**config.mk**
```make
export PLATFORM = sky130hd
export DESIGN_NAME = fadd_pipe
export DESIGN_NICKNAME = d
export VERILOG_FILES = /design/src/rtl/fadd_pipe.sv
export SDC_FILE = /design/constraint.sdc
export NUM_CORES = 1
export LEC_CHECK = 0
export ABC_CLOCK_PERIOD_IN_PS = 24100
export CAP_MARGIN = 20
export CORE_ASPECT_RATIO = 0.8
export CORE_MARGIN = 2
export CORE_UTILIZATION = 36
export CTS_CLUSTER_SIZE = 25
export DETAILED_ROUTE_END_ITERATION = 8
export DONT_BUFFER_PORTS = 1
export SLEW_MARGIN = 5
export SYNTH_ARGS = -nofsm -noshare
export SYNTH_HDL_FRONTEND = slang
export SYNTH_SLANG_ARGS = --single-unit
```
**constraint.sdc**
```tcl
create_clock -name clk -period 24.1 [get_ports clk]
set_input_delay 4.82 -clock clk [delete_from_list [all_inputs] [get_ports clk]]
set_output_delay 4.82 -clock clk [all_outputs]
set_load 0.01 [all_outputs]
```
**src/rtl/fadd_pipe.sv**
```systemverilog
// Three-stage pipelined floating-point adder/subtractor with valid/ready flow control.
// Subnormals flush to zero. Rounding is round-to-nearest-even. Flags are {invalid, overflow, inexact}.
module fadd_pipe #(
  parameter int EW = 8,
  parameter int MW = 23
) (
  input  logic             clk,
  input  logic             rst,
  input  logic             in_valid,
  output logic             in_ready,
  input  logic [EW+MW:0]   x1,
  input  logic [EW+MW:0]   x2,
  input  logic             sub,
  input  logic [4:0]       tag,
  output logic             out_valid,
  input  logic             out_ready,
  output logic [EW+MW:0]   y,
  output logic [4:0]       y_tag,
  output logic [2:0]       flags
);
  localparam int AW  = MW + 3;
  localparam int SW  = MW + 5;
  localparam int LZW = $clog2(SW + 1);
  localparam int SHW = $clog2(AW + 1);
  localparam int XW  = EW + 2;
  localparam logic [EW-1:0]  EMAX = {EW{1'b1}};
  localparam logic [EW+MW:0] QNAN = {1'b0, {EW{1'b1}}, 1'b1, {(MW-1){1'b0}}};

  // Leading-zero count over the full carry..sticky significand
  function automatic logic [LZW-1:0] lzc_f(input logic [SW-1:0] v);
    logic [LZW-1:0] n;
    n = LZW'(SW);
    for (int i = 0; i < SW; i++) n = v[i] ? LZW'(SW - 1 - i) : n;
    return n;
  endfunction

  logic en_s;
  logic [EW-1:0] ea_s, eb_s, e_big_s, e_sml_s, d_s;
  logic [MW-1:0] ma_s, mb_s, m_big_s, m_sml_s;
  logic sa_s, sb_s, sign_big_s, a_big_s;
  logic a_zero_s, b_zero_s, a_inf_s, b_inf_s, a_nan_s, b_nan_s;
  logic [EW+MW-1:0] mag_a_s, mag_b_s;
  logic [SHW-1:0] dsat_s;
  logic [2*AW-1:0] ext_s;
  logic spec_s;
  logic [EW+MW:0] spec_y_s;
  logic [2:0] spec_fl_s;

  logic s1_valid_r, s1_spec_r, s1_sign_r, s1_sticky_r, s1_sub_r;
  logic [4:0] s1_tag_r;
  logic [EW+MW:0] s1_spec_y_r;
  logic [2:0] s1_spec_fl_r;
  logic [EW-1:0] s1_exp_r;
  logic [AW-1:0] s1_a_r, s1_b_r;

  logic [SW-1:0] sum_s;
  logic s2_valid_r, s2_spec_r, s2_sign_r;
  logic [4:0] s2_tag_r;
  logic [EW+MW:0] s2_spec_y_r;
  logic [2:0] s2_spec_fl_r;
  logic [EW-1:0] s2_exp_r;
  logic [SW-1:0] s2_sum_r;
  logic [LZW-1:0] s2_lz_r;

  logic [SW-2:0] norm_s;
  logic [XW-1:0] exp_n_s, exp_r_s;
  logic [MW+1:0] rnd_s;
  logic [MW-1:0] mant_out_s;
  logic g_s, r_s, st_s, up_s;
  logic [EW+MW:0] res_y_s;
  logic [2:0] res_fl_s;

  assign en_s     = !out_valid | out_ready;
  assign in_ready = en_s;

  // Stage 1 combinational: unpack, classify, order by magnitude, align the smaller operand
  always_comb begin
    ea_s = x1[EW+MW-1:MW];
    eb_s = x2[EW+MW-1:MW];
    ma_s = x1[MW-1:0];
    mb_s = x2[MW-1:0];
    sa_s = x1[EW+MW];
    sb_s = x2[EW+MW] ^ sub;
    a_zero_s = (ea_s == {EW{1'b0}});
    b_zero_s = (eb_s == {EW{1'b0}});
    a_inf_s  = (ea_s == EMAX) && (ma_s == {MW{1'b0}});
    b_inf_s  = (eb_s == EMAX) && (mb_s == {MW{1'b0}});
    a_nan_s  = (ea_s == EMAX) && (ma_s != {MW{1'b0}});
    b_nan_s  = (eb_s == EMAX) && (mb_s != {MW{1'b0}});
    mag_a_s  = a_zero_s ? {(EW+MW){1'b0}} : x1[EW+MW-1:0];
    mag_b_s  = b_zero_s ? {(EW+MW){1'b0}} : x2[EW+MW-1:0];
    a_big_s  = (mag_a_s >= mag_b_s);
    if (a_big_s) begin
      sign_big_s = sa_s; e_big_s = ea_s; m_big_s = ma_s; e_sml_s = eb_s; m_sml_s = mb_s;
    end else begin
      sign_big_s = sb_s; e_big_s = eb_s; m_big_s = mb_s; e_sml_s = ea_s; m_sml_s = ma_s;
    end
    d_s    = e_big_s - e_sml_s;
    dsat_s = (32'(d_s) >= 32'(AW)) ? SHW'(AW) : SHW'(d_s);
    // Bits shifted past the round position land in the low half and collapse to sticky
    ext_s  = {1'b1, m_sml_s, 2'b00, {AW{1'b0}}} >> dsat_s;
    spec_s = a_nan_s | b_nan_s | a_inf_s | b_inf_s | a_zero_s | b_zero_s;
    spec_fl_s = 3'b000;
    if (a_nan_s || b_nan_s || (a_inf_s && b_inf_s && (sa_s != sb_s))) begin
      spec_y_s  = QNAN;
      spec_fl_s = 3'b100;
    end else if (a_inf_s) begin
      spec_y_s = {sa_s, EMAX, {MW{1'b0}}};
    end else if (b_inf_s) begin
      spec_y_s = {sb_s, EMAX, {MW{1'b0}}};
    end else if (a_zero_s && b_zero_s) begin
      spec_y_s = {sa_s & sb_s, {(EW+MW){1'b0}}};
    end else if (b_zero_s) begin
      spec_y_s = x1;
    end else if (a_zero_s) begin
      spec_y_s = {sb_s, x2[EW+MW-1:0]};
    end else begin
      spec_y_s = {(EW+MW+1){1'b0}};
    end
  end

  // Stage 2 combinational: significand add/subtract with sticky as the lowest bit
  always_comb begin
    if (s1_sub_r) begin
      sum_s = {1'b0, s1_a_r, 1'b0} - {1'b0, s1_b_r, s1_sticky_r};
    end else begin
      sum_s = {1'b0, s1_a_r, 1'b0} + {1'b0, s1_b_r, s1_sticky_r};
    end
  end

  // Stage 3 combinational: normalise, round to nearest even, pack and raise flags
  always_comb begin
    if (s2_lz_r == {LZW{1'b0}}) begin
      norm_s = {s2_sum_r[SW-1:2], |s2_sum_r[1:0]};
    end else begin
      norm_s = s2_sum_r[SW-2:0] << (s2_lz_r - LZW'(1));
    end
    exp_n_s = {2'b00, s2_exp_r} + XW'(1) - XW'(s2_lz_r);
    g_s  = norm_s[2];
    r_s  = norm_s[1];
    st_s = norm_s[0];
    up_s = g_s & (r_s | st_s | norm_s[3]);
    rnd_s   = {1'b0, norm_s[MW+3:3]} + (MW+2)'(up_s);
    exp_r_s = exp_n_s + XW'(rnd_s[MW+1]);
    mant_out_s = rnd_s[MW+1] ? rnd_s[MW:1] : rnd_s[MW-1:0];
    if (s2_spec_r) begin
      res_y_s  = s2_spec_y_r;
      res_fl_s = s2_spec_fl_r;
    end else if (s2_sum_r == {SW{1'b0}}) begin
      res_y_s  = {(EW+MW+1){1'b0}};
      res_fl_s = 3'b000;
    end else if (exp_n_s[XW-1] || (exp_n_s == {XW{1'b0}})) begin
      res_y_s  = {s2_sign_r, {(EW+MW){1'b0}}};
      res_fl_s = 3'b001;
    end else if (exp_r_s >= {2'b00, EMAX}) begin
      res_y_s  = {s2_sign_r, EMAX, {MW{1'b0}}};
      res_fl_s = 3'b011;
    end else begin
      res_y_s  = {s2_sign_r, exp_r_s[EW-1:0], mant_out_s};
      res_fl_s = {2'b00, g_s | r_s | st_s};
    end
  end

  // Valid bits and output register; results are only loaded when a real result arrives
  always_ff @(posedge clk) begin
    if (rst) begin
      s1_valid_r <= 1'b0;
      s2_valid_r <= 1'b0;
      out_valid  <= 1'b0;
      y          <= {(EW+MW+1){1'b0}};
      y_tag      <= 5'd0;
      flags      <= 3'b000;
    end else if (en_s) begin
      s1_valid_r <= in_valid;
      s2_valid_r <= s1_valid_r;
      out_valid  <= s2_valid_r;
      if (s2_valid_r) begin
        y     <= res_y_s;
        y_tag <= s2_tag_r;
        flags <= res_fl_s;
      end
    end
  end

  // Stage data registers, advanced only with the pipeline and only for valid entries
  always_ff @(posedge clk) begin
    if (en_s && in_valid) begin
      s1_tag_r     <= tag;
      s1_spec_r    <= spec_s;
      s1_spec_y_r  <= spec_y_s;
      s1_spec_fl_r <= spec_fl_s;
      s1_sign_r    <= sign_big_s;
      s1_exp_r     <= e_big_s;
      s1_a_r       <= {1'b1, m_big_s, 2'b00};
      s1_b_r       <= ext_s[2*AW-1:AW];
      s1_sticky_r  <= |ext_s[AW-1:0];
      s1_sub_r     <= sa_s ^ sb_s;
    end
    if (en_s && s1_valid_r) begin
      s2_tag_r     <= s1_tag_r;
      s2_spec_r    <= s1_spec_r;
      s2_spec_y_r  <= s1_spec_y_r;
      s2_spec_fl_r <= s1_spec_fl_r;
      s2_sign_r    <= s1_sign_r;
      s2_exp_r     <= s1_exp_r;
      s2_sum_r     <= sum_s;
      s2_lz_r      <= lzc_f(sum_s);
    end
  end
endmodule

```
==> flow_summary_export.csv <==
group,metric,value,unit
status,status,"finished, final reports clean",
grt,overflow,0,
route,avgViaCountPerCell,5.97,
logic_synthesis,synth_edf_count,180,
route,totalWireLength,56.2,mm
route,ant_nets,0,
clock_network,cts_root_buf,"clkbuf_16",
critical_path,crit_slowest_cell,"o211a_1",
layout,design_area,18600,um^2
route,wire_per_inst,22.1,um
critical_path,critPathRequiredTime,24.34,ns
clock_network,post_cts_buffers,0,
sta,period_minus_slack,12.32,ns
logic_synthesis,yosysUniqueCellTypes,92,
place,gp_congestion,0.942,
layout,final_cells,2545,
clock_network,clk_pin_slew,0.06,ns
clock_network,insertion_delay,0.53,ns
critical_path,cp_common_cell,"nand2_1",
layout,drive_above_1_share,0.0868,
job,maxCapViolations,0,
layout,fin_nets,2082,
logic_synthesis,synthArstFlopShare,0,
grt,grt_pass1_vias,14200,
layout,layout_commonest_cell,"nor2_1",
layout,finalCoreUtilization,0.394,
logic_synthesis,synth_flop_cell,"edfxtp_1",
power,p_leak,7.03,nW
grt,grt_max_degree,83,
layout,final_cell_mix,"nor2_1 (225), nand2_1 (201), edfxtp_1 (180)",
sta,period_share,0.511,
sta,setup_viol,0,
clock_network,cts_max_level,1,
logic_synthesis,synth_area,17400,um^2
sta,report.final.slew_viol_count,0,
route,num_vias,15200,
place,io_buffers,0,
layout,fillerInstances,4729,
place,post_dp_cell_area,17800,um^2
grt,grt_pass1_wl,85.1,mm
power,vdd_drop_max,0.0393,mV
critical_path,critPathLaunchType,"primary input",
sta,tightest_slew,1.04,ns
logic_synthesis,synth_warnings,0,
sta,finalClockSkew,0.0341,ns
sta,slew_headroom,0.303,
route,dr.pass1.iters,6,
floorplan,core_area,47300,um^2
power,pwr_density_cell,68.3,nW/um^2
sta,fin_tns_setup,0,ns
place,dpl.hpwl,42.3,mm
clock_network,cts.sinks,223,
sta,whs,0.404,ns
floorplan,initial_core_util,0.367,
clock_network,cts_tree,"yes",
logic_synthesis,syn_nets,2155,
worst_hold_path,hold_class,"reg -> reg",
critical_path,worstPathArrival,12.56,ns
sta,rsz0062_at_grt,"no",
floorplan,die_x,250,um
clock_network,cts_max_path_buffers,3,
logic_synthesis,synth_seq_cells,223,
route,drc_errors,0,
route,drtIter0Drc,1516,
sta,fmax,81.2,MHz
critical_path,cp_max_fo,72,
grt,grt_usage,0.215,
critical_path,end_kind,"flop",
floorplan,rows,71,
place,dp_cells,2500,
layout,syn_to_final_growth,7.28,%
logic_synthesis,synth.avg_cell_area,8.78,um^2
clock_network,postCtsResizedCells,0,
logic_synthesis,syn_inst,1979,
floorplan,io_pins,116,
grt,antenna_found_initial,0,
clock_network,hold_buffers,0,
clock_network,cts_made_buffers,24,
floorplan,fp.dieH,201,um
critical_path,setup.worst_path.class,"in -> reg",
floorplan,dieArea,50000,um^2
logic_synthesis,yosysSeqAreaShare,0.361,
sta,hold_viol,0,
critical_path,slowest_delay,0.78,ns
[state kept, by name, summed over array words and instances, names as in the netlist, 8 cells and up]
register	flops
s1_a_r	23
s2_exp_r	8
y	32
s1_b_r	26
s2_spec_y_r	32
s1_exp_r	8
s1_spec_y_r	32
s2_sum_r	28
[area by class of cell]
cell class | count | area, um^2 | area share
multi-input cells | 1547 | 10300 | 0.552
flip-flops and latches | 223 | 6270 | 0.336
well taps | 620 | 776 | 0.0416
clock buffers | 37 | 723 | 0.0388
inverters | 88 | 330 | 0.0177
repair buffers | 22 | 165 | 0.00886
clock inverters | 7 | 93.8 | 0.00503
diodes | 1 | 2.50 | 0.000134
[worst paths after layout]
path	startpoint	end	slack, ns	cells past startpoint
worst max register to register	s2_lz_r[0]	y[2]	16.18	31
worst max-delay path	x2[23]	s1_sticky_r	11.78	26
worst min register to register	s1_spec_y_r[19]	s2_spec_y_r[19]	0.40	0
worst min-delay path	s1_spec_y_r[19]	s2_spec_y_r[19]	0.40	0
[worst max-delay path: cells and delay by family]
kind | cells | cell delay, ns
AO/OA/AOI/OAI | 10 | 2.85
AND/OR/NAND/NOR | 9 | 2.60
adder cells (fa/ha/maj) | 3 | 0.84
buffers and inverters | 1 | 0.74
multiplexers | 2 | 0.38
XOR/XNOR | 1 | 0.27
[layer usage]
metal,up-vias,track usage,part of all wire
li1,7181,-,-
met1,7214,0.320,0.47
met2,688,0.312,0.41
met3,102,0.0451,0.090
met4,0,0.0568,0.025
met5,-,0,0
[cell families after synthesis]
kind of cell | count (synthesis) | share of synthesized area
and+or+nand+nor | 713 | 0.192
AOI/OAI and AO/OA | 547 | 0.210
xor gates and xnor gates | 58 | 0.0292
adders and majority gates | 106 | 0.0766
DFF | 223 | 0.361
buffers and inverters | 209 | 0.0485
muxes | 123 | 0.0831
[report_power, final]
group / total [mW] / switching, mW / internal, mW
combinational: 0.420 / 0.265 / 0.155
sequential: 0.476 / 0.0255 / 0.450
clock: 0.377 / 0.148 / 0.229
[through the flow]
step	worst slack (ns)	total power, mW
2_1_floorplan	12.28	0.791
3_3_place_gp	11.52	0.892
3_5_place_dp	11.33	0.894
4_1_cts	11.84	1.27
5_1_grt	11.03	1.34
6_report	11.78	1.27
[Yosys cell counts (15+ instances only)]
library cell	n	area share
o21bai_1	15	0.0065
ha_1	100	0.072
a211oi_1	45	0.019
a21oi_1	139	0.040
o22ai_1	20	0.0072
nand4_1	20	0.0072
nand3_1	57	0.016
nand2_1	201	0.043
clkbuf_1	90	0.019
dfxtp_1	43	0.050
xnor2_1	35	0.018
a22oi_1	32	0.014
edfxtp_1	180	0.31
xor2_1	23	0.012
mux2i_1	61	0.035
nor2_1	226	0.049
nor3_1	55	0.016
nor4_1	24	0.0086
a21o_1	17	0.0073
a31oi_1	23	0.0083
inv_1	88	0.019
and2_1	37	0.013
nor2b_1	19	0.0068
o21ai_0	112	0.032
mux2_2	50	0.032
(Power assumes the default switching activity.)
